==> src/rtl/bist_pkg.sv <==
// rtl/bist_pkg.sv - shared BIST types, default taps and count-width helper
package bist_pkg;

  typedef enum logic [1:0] {
    IDLE  = 2'd0,
    RUN   = 2'd1,
    CHECK = 2'd2,
    DONE  = 2'd3
  } bist_state_t;

  // Feedback mask for 1+x^2+x^3, the same polynomial the TPG runs on
  localparam logic [2:0] TPG_TAPS = 3'b011;

  // Bits needed to hold a beat count from 0 up to and including n
  function automatic int cnt_width(input int n);
    return (n < 1) ? 1 : $clog2(n + 1);
  endfunction

endpackage

==> src/rtl/misr_core.sv <==
// rtl/misr_core.sv - WIDTH-bit multiple-input signature register
module misr_core
  import bist_pkg::*;
#(
  parameter int               WIDTH = 3,
  parameter logic [WIDTH-1:0] TAPS  = WIDTH'(TPG_TAPS)
) (
  input  logic             CLK,
  input  logic             RST,
  input  logic             clr,
  input  logic             en,
  input  logic [WIDTH-1:0] d,
  output logic [WIDTH-1:0] sig
);

  logic [WIDTH-1:0] sig_next;

  // Shift toward bit 0 with the tapped parity folded into the top bit
  always_comb begin
    sig_next             = '0;
    sig_next[WIDTH-2:0]  = sig[WIDTH-1:1] ^ d[WIDTH-2:0];
    sig_next[WIDTH-1]    = (^(sig & TAPS)) ^ d[WIDTH-1];
  end

  // Signature state; a clear wins over a compaction in the same cycle
  always_ff @(posedge CLK or negedge RST) begin
    if (!RST) begin
      sig <= '0;
    end else if (clr) begin
      sig <= '0;
    end else if (en) begin
      sig <= sig_next;
    end
  end

endmodule

==> src/rtl/bist_misr_analyzer.sv <==
// rtl/bist_misr_analyzer.sv - BIST response analyzer top; optional X-masking via MISR_XMASK_EN
module bist_misr_analyzer
  import bist_pkg::*;
#(
  parameter int               WIDTH      = 3,
  parameter int               N_PATTERNS = 3,
  parameter logic [WIDTH-1:0] TAPS       = WIDTH'(TPG_TAPS),
  parameter logic [WIDTH-1:0] GOLDEN     = WIDTH'(3'b001)
) (
  input  logic                                CLK,
  input  logic                                RST,
  input  logic                                Start,
  input  logic                                Valid,
  input  logic [WIDTH-1:0]                    Din,
`ifdef MISR_XMASK_EN
  input  logic [WIDTH-1:0]                    Mask,
`endif
  output logic                                Busy,
  output logic                                Done,
  output logic                                Pass,
  output logic [WIDTH-1:0]                    Signature,
  output logic [cnt_width(N_PATTERNS)-1:0]    Count
);

  localparam int            CW   = cnt_width(N_PATTERNS);
  localparam logic [CW-1:0] LAST = CW'(N_PATTERNS - 1);

  bist_state_t      state, state_next;
  logic             misr_clr;
  logic             misr_en;
  logic             check_now;
  logic [WIDTH-1:0] d;

`ifdef MISR_XMASK_EN
  assign d = Din & ~Mask;
`else
  assign d = Din;
`endif

  // FSM state register
  always_ff @(posedge CLK or negedge RST) begin
    if (!RST) begin
      state <= IDLE;
    end else begin
      state <= state_next;
    end
  end

  // Next state and per-cycle control strobes
  always_comb begin
    state_next = state;
    misr_clr   = 1'b0;
    misr_en    = 1'b0;
    check_now  = 1'b0;
    Busy       = 1'b0;
    case (state)
      IDLE, DONE: begin
        if (Start) begin
          misr_clr   = 1'b1;
          state_next = RUN;
        end
      end
      RUN: begin
        Busy = 1'b1;
        if (Valid) begin
          misr_en = 1'b1;
          if (Count == LAST) begin
            state_next = CHECK;
          end
        end
      end
      CHECK: begin
        Busy       = 1'b1;
        check_now  = 1'b1;
        state_next = DONE;
      end
      default: state_next = IDLE;
    endcase
  end

  // Beat counter; cleared on session start, stops at N_PATTERNS via the FSM exit
  always_ff @(posedge CLK or negedge RST) begin
    if (!RST) begin
      Count <= '0;
    end else if (misr_clr) begin
      Count <= '0;
    end else if (misr_en) begin
      Count <= Count + 1'b1;
    end
  end

  // Result flags: cleared on restart, latched when CHECK exits
  always_ff @(posedge CLK or negedge RST) begin
    if (!RST) begin
      Done <= 1'b0;
      Pass <= 1'b0;
    end else if (misr_clr) begin
      Done <= 1'b0;
      Pass <= 1'b0;
    end else if (check_now) begin
      Done <= 1'b1;
      Pass <= (Signature == GOLDEN);
    end
  end

  misr_core #(
    .WIDTH (WIDTH),
    .TAPS  (TAPS)
  ) u_misr (
    .CLK (CLK),
    .RST (RST),
    .clr (misr_clr),
    .en  (misr_en),
    .d   (d),
    .sig (Signature)
  );

endmodule

==> config.mk <==
export PLATFORM = sky130hd
export DESIGN_NAME = bist_misr_analyzer
export DESIGN_NICKNAME = d
export VERILOG_FILES = /design/src/rtl/bist_pkg.sv /design/src/rtl/misr_core.sv /design/src/rtl/bist_misr_analyzer.sv
export SDC_FILE = /design/constraint.sdc
export NUM_CORES = 1
export LEC_CHECK = 0
export CORE_AREA = 2 2 39 41
export CTS_CLUSTER_SIZE = 20
export DETAILED_ROUTE_END_ITERATION = 10
export DIE_AREA = 0 0 41 43
export GPL_ROUTABILITY_DRIVEN = 0
export GPL_TIMING_DRIVEN = 0
export PLACE_DENSITY_LB_ADDON = 0.15
export SLEW_MARGIN = 15
export SYNTH_ARGS = -nofsm -noshare
export SYNTH_HDL_FRONTEND = slang
export SYNTH_HIERARCHICAL = 1
export SYNTH_SLANG_ARGS = --single-unit
==> constraint.sdc <==
create_clock -name CLK -period 1.4 [get_ports CLK]
set_input_delay 0.28 -clock CLK [delete_from_list [all_inputs] [get_ports CLK]]
set_output_delay 0.28 -clock CLK [all_outputs]
set_load 0.01 [all_outputs]
Word level (Yosys, flattened, before mapping)
Index checks and enable logic that the tools add are counted.

$add $sub $neg: 1. Equal/unequal tests: 8. Multiplexer cells: 18. Bitwise gates (word level): 2. Reduce and logical (&&, ||, !) cells: 7.

Operator list (number): 1-bit two-way mux (10); 2-bit two-way mux (5); 2-bit equality test, second input constant (3); 3-bit two-way mux (2); 2-bit != test, second input constant (3); 2-bit one-hot mux with 3 select lines (1); 2-bit nonzero test (2); 2-bit OR reduction (2); 3-bit by 1-bit equality test with 1-bit output, second input constant (1); 3-bit AND reduction (1); 3-bit parity (1); 2-bit by 1-bit adder with 2-bit output, second input constant (1); 2-bit by 1-bit equality test with 1-bit output, second input constant (1); 2-bit logical NOT (1); 2-bit bitwise XOR (1); 1-bit bitwise XOR (1).

Flip-flop bits (word level): 9. Bits of input ports: 7. Logic and storage cells: 41.

Depth between registers and ports, before layout
Gate-level depths: netlist of the first run.

Word-level depth: 4. Gate-level depth with buffers: 6.

By module
The synthesis of the first run kept the hierarchy.

By module, submodules not included: bist_misr_analyzer (instances 1, cells each 34, area an instance 317.8 um^2, seq. area each 150.1 um^2); misr_core (instances 1, cells each 12, area an instance 152.6 um^2, seq. area each 75.1 um^2).

Worst setup path before layout of the first run
OpenSTA, ideal clock, no wires.

Path kind: register to register. From: register state[0]. To: register Count[0]. Library setup time: 0.135 ns. Arrival: 1.108 ns. Data required time: 1.265 ns. Setup slack: 0.157 ns. Stages on the path, launching flop included: 6. Path buffers: 0. Clock period less this slack: 1.243 ns. Cell sequence: dfrtp_1 > inv_1 > ha_1 > inv_1 > nor2_1 > nor2_1.

Word-level cells in the longest chain between the ends: 4. Elaborated cells between the ends (all ways): 8. Classes of those cells: 2 x eq/ne; 3 x mux; 3 x reduce/logical.

RTL lines: start, declared (line bist_misr_analyzer.sv:28) `bist_state_t state, state_next;`; start signal, assigned (line bist_misr_analyzer.sv:45) `state <= state_next;`; 2-bit equality test or 2-bit logical NOT (tied branches) (line bist_misr_analyzer.sv:56) `case (state)`; 2-bit OR reduction * (line bist_misr_analyzer.sv:56); 1-bit two-way mux * (line bist_misr_analyzer.sv:56); via misr_clr (line bist_misr_analyzer.sv:29) `logic misr_clr;`; 2-bit two-way mux or 2-bit nonzero test (tied branches); end signal, assigned (line bist_misr_analyzer.sv:88) `Count <= Count + 1'b1;`; end, declared (line bist_misr_analyzer.sv:22) `output logic [cnt_width(N_PATTERNS)-1:0] Count`.

Mark *: on every way through the listed nets, which the timed path passes. The rest lies on a longest branch. A chain may end at the register's enable or synchronous reset.

Final worst setup path of the first run
From: register state[1]. To: output port Busy.

Word-level cells in the longest chain between the ends: 3. Elaborated cells between the ends (all ways): 4. Classes of those cells: 2 x eq/ne; 1 x mux; 1 x reduce/logical.

RTL lines: 2-bit by 1-bit equality test with 1-bit output or 2-bit equality test (tied branches) (line bist_misr_analyzer.sv:56); 2-bit OR reduction (no source line) *; 1-bit two-way mux * (line bist_misr_analyzer.sv:56); end, declared (line bist_misr_analyzer.sv:18) `output logic Busy,`.

Every way passes the cells marked *; elsewhere a longest branch is shown, timed or not.

==> qor_table.md, run 1 <==
| Parameter | Value | Unit |
|---|---|---|
| P_leak | 0.3490 | nW |
| Most used flip-flop cell after synthesis | sky130_fd_sc_hd__dfrtp_1 | - |
| Post-placement setup slack | -198.1 | ps |
| Path length in cells of the critical path | 3 | - |
| Max Cap Viol | 0 | - |
| Number of hold violations in the final report | 0 | - |
| Cell depth of the worst flop-to-flop path | 7 | - |
| Die span in y | 43 | µm |
| Number of distinct library cells after synthesis | 16 | - |
| Remaining global-route overflow | 0 | - |
| # nets final | 79 | - |
| Maximum frequency from static timing analysis | 729.1 | MHz |
| Layout cells sized above 1 | 25.00 | % |
| Worst slew margin relative to its limit | 73.66 | % |
| Tot Pwr | 1.419 | mW |
| Worst-margin pin slew | 393.9 | ps |
| HPWL after detailed placement | 647.6 | µm |
| Global-route wire length before repair | 1504 | µm |
| Source of the worst register-to-register timing path | state[1] | - |
| Antenna violations before repair | 0 | - |
| Clock Path Buffers | 2 | - |
| Cell area after synthesis | 470.5 | µm² |
| CP arrival | 1090 | ps |
| Yosys top cell area share | 47.87 | % |
| Number of enable flip-flop cells after synthesis | 0 | - |
| Signed area change from the synthesized netlist to the final layout | 50.00 | % |
| Vias per cell | 4.357 | - |
| Min-Delay Path Class | in2async | - |
| GRT Total Usage | 13.10 | % |
| Final cell count without fillers | 84 | - |
| Final clock period utilization by the worst path | 97.96 | % |
| Worst setup path startpoint | state[1] | - |
| TritonCTS clock tree | yes | - |
| Crit path max-delay family | flip-flops | - |
| Top fanout value on the critical path | 2 | - |
| Clock H-tree levels | 1 | - |
| Starting density of the core | 34.00 | % |
| Async S/R FF share, synth | 100.0 | % |
| Most area-consuming cells after synthesis | sky130_fd_sc_hd__dfrtp_1 48%, sky130_fd_sc_hd__ha_1 8.0%, sky130_fd_sc_hd__nor2_1 6.4% | - |
| Final setup slack of the worst path | 28.49 | ps |
| CP Launch Type | register | - |
| Max stage delay cell, worst path | sky130_fd_sc_hd__dfrtp_1 | - |
| Port Buf Inserts | 14 | - |
| Register area share after synthesis | 47.87 | % |
| Number of max-slew violations in the final report | 0 | - |
| Run status | completed | - |
| Largest stage delay on the critical path | 410 | ps |
| Critical path buffers and inverters | 2 | - |
| Final min period | 1372 | ps |
| Overall via count from detail_route | 366 | - |
| Sequence of cells on the critical path | ha_4 > inv_2 > buf_6 | - |
| Sink Count | 9 | - |
| Power density of the placed cells | 2010 | nW/µm² |
| Pin count of the biggest net entering global routing | 10 | - |
| Crit path capture type | primary output | - |
| Unrepaired setup endpoints after global routing | yes | - |
| CTS clock-pin slew for the worst setup and hold paths | 60 | ps |
| Inst Count DP | 76 | - |
| Number of hold buffers added after CTS | 0 | - |
| Most used standard cells in the synthesized netlist | 9 x sky130_fd_sc_hd__dfrtp_1, 8 x sky130_fd_sc_hd__nor2_1, 6 x sky130_fd_sc_hd__inv_1 | - |
| End point of the critical path | Busy | - |
| Synthesized area per cell | 10.23 | µm² |
| Total clock buffers created by CTS | 3 | - |
| Library cell used as clock root buffer | sky130_fd_sc_hd__clkbuf_4 | - |
| Setup clock skew after layout | 3.033 | ps |
| Row cnt | 14 | - |
| Worst Path Required | 1120 | ps |
| Core area | 1384 | µm² |
| Most area-hungry cell type in the Yosys netlist | sky130_fd_sc_hd__dfrtp_1 | - |
| Count of boundary I/O pins | 15 | - |
| Residual antenna-violating net count after detailed routing | 0 | - |
| DRT iter0 DRCs | 4 | - |
| Die boundary width | 41 | µm |
| Layout filler cell count | 136 | - |
| Remaining design rule violation count | 0 | - |
| Nets in the synthesized netlist | 56 | - |
| Largest vdd supply drop | 869.1 | µV |
| Number of global-route vias before repair | 355 | - |
| DIE AREA | 1763 | µm² |
| Clock Latency Late Sink | 260 | ps |
| Cell count after synthesis | 46 | - |
| Start-to-end type of the worst setup path | reg2out | - |
| FF-to-FF End | u_misr/sig[2] | - |
| Total setup violations reported at the end of the flow | 0 | - |
| Ys Warns | 6 | - |
| DRT Pass-1 Iters | 4 | - |
| Internal reg-to-reg setup slack | 90 | ps |
| Antenna Diode Count | 0 | - |
| Synthesis-stage register bit count | 9 | - |
| Most common cell in the synthesized netlist | sky130_fd_sc_hd__dfrtp_1 | - |
| Post-DR wirelength/cell | 10.71 | µm |
| Routed wire length | 900 | µm |
==> per-layer routing <==
layer,track usage (%),routed length (µm)
met1,18.84,445
met4,10.00,0
met2,16.25,413
met5,0,0
met3,3.141,40
==> stage by stage <==
stage | TNS [ps] | cell area [µm²] | hold WS [ps] | util [%]
6_report | 0 | 705.7 | 309.6 | 50.99
5_1_grt | -45.69 | 705.7 | 334.5 | 50.99
4_1_cts | -46.37 | 674.4 | 319.9 | 48.73
3_5_place_dp | -968.1 | 630.6 | 511.6 | 45.57
3_3_place_gp | -930.3 | 630.6 | 472.3 | 45.57
2_1_floorplan | 0 | 470.5 | -15.59 | -
==> sequential cells by signal, indices dropped and copies added, names as in the netlist <==
| name | count |
|---|---|
| Done | 1 |
| state | 2 |
| u_misr/sig | 3 |
| Count | 2 |
| Pass | 1 |
==> how the worst min path moves through the flow <==
stage	startpoint	cells past startpoint	slack, ps	end
final	RST	1	310	state[1]
after CTS	RST	1	320	state[1]
after global routing	RST	1	330	state[1]
after global placement	Done	2	470	Done
after detailed placement	Done	2	510	Done
after floorplan	RST	0	-20	Count[0]
==> placed cells by master (no fill, tap or decap), types with 2 or more instances in the layout <==
| cell type | netlist | final |
|---|---|---|
| sky130_fd_sc_hd__dlygate4sd2_1 | 0 | 7 |
| sky130_fd_sc_hd__clkbuf_4 | 0 | 3 |
| sky130_fd_sc_hd__nor2_1 | 8 | 7 |
| sky130_fd_sc_hd__o21ai_0 | 4 | 4 |
| sky130_fd_sc_hd__mux2i_1 | 2 | 2 |
| sky130_fd_sc_hd__xnor2_1 | 3 | 3 |
| sky130_fd_sc_hd__inv_2 | 0 | 2 |
| sky130_fd_sc_hd__clkdlybuf4s50_1 | 0 | 6 |
| sky130_fd_sc_hd__dfrtp_1 | 9 | 9 |
| sky130_fd_sc_hd__a211oi_1 | 2 | 2 |
| sky130_fd_sc_hd__inv_1 | 6 | 3 |
| sky130_fd_sc_hd__buf_4 | 0 | 4 |
| sky130_fd_sc_hd__nand2_1 | 2 | 2 |
==> cells by family after synthesis <==
| group | Yosys count | synth area share, % |
|---|---|---|
| simple gates | 14 | 13.57 |
| flops | 9 | 47.87 |
| compound gates | 8 | 10.90 |
| buf+inv | 6 | 4.787 |
| xor+xnor | 4 | 10.64 |
| fa+ha+maj | 3 | 7.980 |
| mux | 2 | 4.255 |
==> power by group <==
part	total (mW)	internal [mW]	leakage (nW)	switching [mW]
registers	0.427	0.355	0.113	0.0722
clock network	0.198	0.105	0.0177	0.0923
logic	0.794	0.432	0.218	0.362
==> timing repair <==
item                                    in CTS  in global routing
pin swaps                                    1                  1
setup buffers                                4                  0
endpoints found under the setup margin      15                  9
resized for setup                           11                 10
==> final cells by class <==
class / count / area [µm²] / area share, %
Clock buffer: 3 / 22.52 / 3.191
Timing Repair Buffer: 18 / 162.7 / 23.05
Inverter: 6 / 25.02 / 3.546
Multi-Input combinational cell: 31 / 245.2 / 34.75
Clock inverter: 1 / 5.005 / 0.7092
Sequential cell: 9 / 225.2 / 31.91
Tap cell: 16 / 20.02 / 2.837
(Power assumes the default switching activity.)
==> inputs of run 2 (changes only) <==
--- a/config.mk
+++ b/config.mk
@@ -5,13 +5,16 @@
 export SDC_FILE = /design/constraint.sdc
 export NUM_CORES = 1
 export LEC_CHECK = 0
-export CORE_AREA = 2 2 39 41
+export CELL_PAD_IN_SITES_DETAIL_PLACEMENT = 2
+export CELL_PAD_IN_SITES_GLOBAL_PLACEMENT = 2
+export CORE_AREA = 2 2 49 51
 export CTS_CLUSTER_SIZE = 20
 export DETAILED_ROUTE_END_ITERATION = 10
-export DIE_AREA = 0 0 41 43
+export DIE_AREA = 0 0 51 53
 export GPL_ROUTABILITY_DRIVEN = 0
 export GPL_TIMING_DRIVEN = 0
 export PLACE_DENSITY_LB_ADDON = 0.15
+export SETUP_SLACK_MARGIN = 0.5
 export SLEW_MARGIN = 15
 export SYNTH_ARGS = -nofsm -noshare
 export SYNTH_HDL_FRONTEND = slang
==> constraint.sdc (replaced) <==
create_clock -name CLK -period 1.25 [get_ports CLK]
set_input_delay 0.25 -clock CLK [delete_from_list [all_inputs] [get_ports CLK]]
set_output_delay 0.25 -clock CLK [all_outputs]
set_load 0.01 [all_outputs]
==> run 2 against run 1 <==
  * The flow now finishes with violations (setup timing)
  * Cell count grew 26%
  * Sequential cell count is the same
  * First-iteration DRC count shrank 75%
  * Final area grew 16%
  * Sequential power grew 11%
  * Critical endpoint unchanged
==> qor_table.md, run 2 (synthesis gave the netlist of run 1 again) <==
| Parameter | Value | Unit | Delta |
|---|---|---|---|
| Run status | finished, violations left | - |  |
| Violations in the final reports | setup timing | - |  |
| Routed wire length | 1359 | µm | +51% |
| Min-Delay Path Class | in2async | - |  |
| Sink Count | 9 | - | unchanged |
| Final cell count without fillers | 106 | - | +26% |
| Vias per cell | 4.113 | - | -5.6% |
| Worst slew margin relative to its limit | 71.95 | % | -1.7 points |
| Worst-margin pin slew | 419.5 | ps | +25.54 ps |
| Core area | 2148 | µm² | +55% |
| DRT iter0 DRCs | 1 | - | -3 |
| Inst Count DP | 88 | - | +16% |
| Top fanout value on the critical path | 2 | - | unchanged |
| TritonCTS clock tree | yes | - |  |
| Start-to-end type of the worst setup path | reg2out | - |  |
| Post-DR wirelength/cell | 12.82 | µm | +20% |
| Max Cap Viol | 0 | - | unchanged |
| Final setup slack of the worst path | -120.6 | ps | -149.1 ps |
| Die boundary width | 51 | µm | +24% |
| Remaining design rule violation count | 0 | - | unchanged |
| DIE AREA | 2703 | µm² | +53% |
| Count of boundary I/O pins | 15 | - | unchanged |
| Clock Path Buffers | 2 | - | unchanged |
| Final clock period utilization by the worst path | 109.7 | % |  |
| Max FFs per register | 3 | - | unchanged |
| Remaining global-route overflow | 0 | - | unchanged |
| Final cell area excluding filler cells | 818.3 | µm² | +16% |
| Worst Path Required | 1000 | ps | -120 ps |
| Largest stage delay on the critical path | 420 | ps | about the same |
| Number of global-route vias before repair | 468 | - | +32% |
| DRT Pass-1 Iters | 2 | - | -2 |
| Sequence of cells on the critical path | ha_4 > inv_4 > buf_6 | - |  |
| Clock Latency Late Sink | 260 | ps | about the same |
| Regs by FF count | u_misr/sig (3), Count (2), state (2) | - |  |
| Starting density of the core | 21.90 | % | -12 points |
| Total clock buffers created by CTS | 3 | - | unchanged |
| Overall via count from detail_route | 436 | - | +19% |
| Signed area change from the synthesized netlist to the final layout | 73.94 | % |  |
| Total setup violations reported at the end of the flow | 9 | - | +9 |
| Number of max-slew violations in the final report | 0 | - | unchanged |
| Antenna violations before repair | 0 | - | unchanged |
| Clock H-tree levels | 1 | - | unchanged |
| Layout cells sized above 1 | 52.56 | % | +28 points |
| P_leak | 0.3913 | nW | +12% |
| Pin count of the biggest net entering global routing | 10 | - | unchanged |
| HPWL after detailed placement | 892.9 | µm | +38% |
| Maximum frequency from static timing analysis | 729.6 | MHz |  |
| Commonest non-fill, non-tap cells in the layout | 14 x sky130_fd_sc_hd__buf_4, 8 x sky130_fd_sc_hd__dfrtp_1, 7 x sky130_fd_sc_hd__nor2_1 | - |  |
| Final min period | 1371 | ps |  |
| Post-placement cell area | 669.4 | µm² | +6.2% |
| Global-route wire length before repair | 2076 | µm | +38% |
| Residual antenna-violating net count after detailed routing | 0 | - | unchanged |
| Number of hold violations in the final report | 0 | - | unchanged |
| Max stage delay cell, worst path | sky130_fd_sc_hd__dfrtp_1 | - |  |
| Most frequent standard cell in the layout excluding fill and tap cells | sky130_fd_sc_hd__buf_4 | - |  |
| Largest vdd supply drop | 770.2 | µV | -11% |
| Port Buf Inserts | 14 | - | unchanged |
| Register with the most flip-flops | u_misr/sig | - |  |
| Die span in y | 53 | µm | +23% |
| Unrepaired setup endpoints after global routing | yes | - |  |
| CTS clock-pin slew for the worst setup and hold paths | 60 | ps | about the same |
| Setup clock skew after layout | 0.9840 | ps | -2.049 ps |
| Row cnt | 17 | - | +3 |
| Crit path max-delay family | flip-flops | - |  |
| Critical path buffers and inverters | 2 | - | unchanged |
| Power density of the placed cells | 2422 | nW/µm² | +20% |
| Library cell used as clock root buffer | sky130_fd_sc_hd__clkbuf_4 | - |  |
| Number of hold buffers added after CTS | 0 | - | unchanged |
| Crit path capture type | primary output | - |  |
| # nets final | 89 | - | +13% |
| GRT Total Usage | 11.11 | % | -2.0 points |
| Antenna Diode Count | 0 | - | unchanged |
| CP Launch Type | register | - |  |
| CP arrival | 1120 | ps | +30 ps |
run 2: changes by cell type in the layout (fill, tap and decap cells not counted), sizes merged:
| cell | delta |
|---|---|
| buf | +17 |
| clkbuf | +1 |
| clkinv | -1 |
| dlygate4sd2 | -7 |
run 2: metal layers:
metal	track usage (%)	part of all wire [%]	up-vias
met3	3.955	4.9	4
met5	0	0	-
met2	19.70	52	12
met1	11.11	41	208
met4	6.757	1.9	0
li1	-	-	212
run 2: path summary, 6_finish.rpt:
check                      cells past startpoint     start  slack, ps       endpoint
min reg2reg                                    2  Count[1]        560       Count[1]
min in group CLK                               2  Count[1]        560       Count[1]
min                                            1       RST        290  u_misr/sig[0]
max in group asynchronous                      1       RST        650  u_misr/sig[1]
max reg2reg                                    7  state[1]        -50  u_misr/sig[2]
max                                            3  state[1]       -120           Busy
run 2: per-stage QoR:
step                setup TNS, ps  utilization, %  total power [mW]  hold WS, ps  worst slack (ps)
CTS                        -191.3           36.34             1.871        296.8            -123.6
detailed placement          -1038           31.16             1.346        490.4            -356.5
global placement           -926.1           31.16             1.333        475.3            -346.3
global route               -775.7           38.09             2.126        310.7            -162.0
floorplan                       0               -             1.004       -45.59             150.1
finish                     -242.0           38.09             1.982        288.7            -120.6
run 2: power breakdown:
| part | internal [mW] | switching, mW | leakage [nW] |
|---|---|---|---|
| clock network | 0.123 | 0.107 | 0.0150 |
| logic | 0.713 | 0.564 | 0.265 |
| registers | 0.400 | 0.0743 | 0.112 |
run 2: layout make-up:
cell class	count	area, µm²
clock buffers	4	26.28
fillers	228	1330
inverters	6	27.53
multi-input cells	31	285.3
flip-flops and latches	9	226.5
well taps	28	35.03
repair buffers	28	217.7
run 2: repair_timing:
action                                  in CTS  in global routing
gates cloned                                 0                  0
gates resized for setup                     44                  4
setup buffers                               10                  4
endpoints found under the setup margin      17                 17
pin swaps                                    6                  2
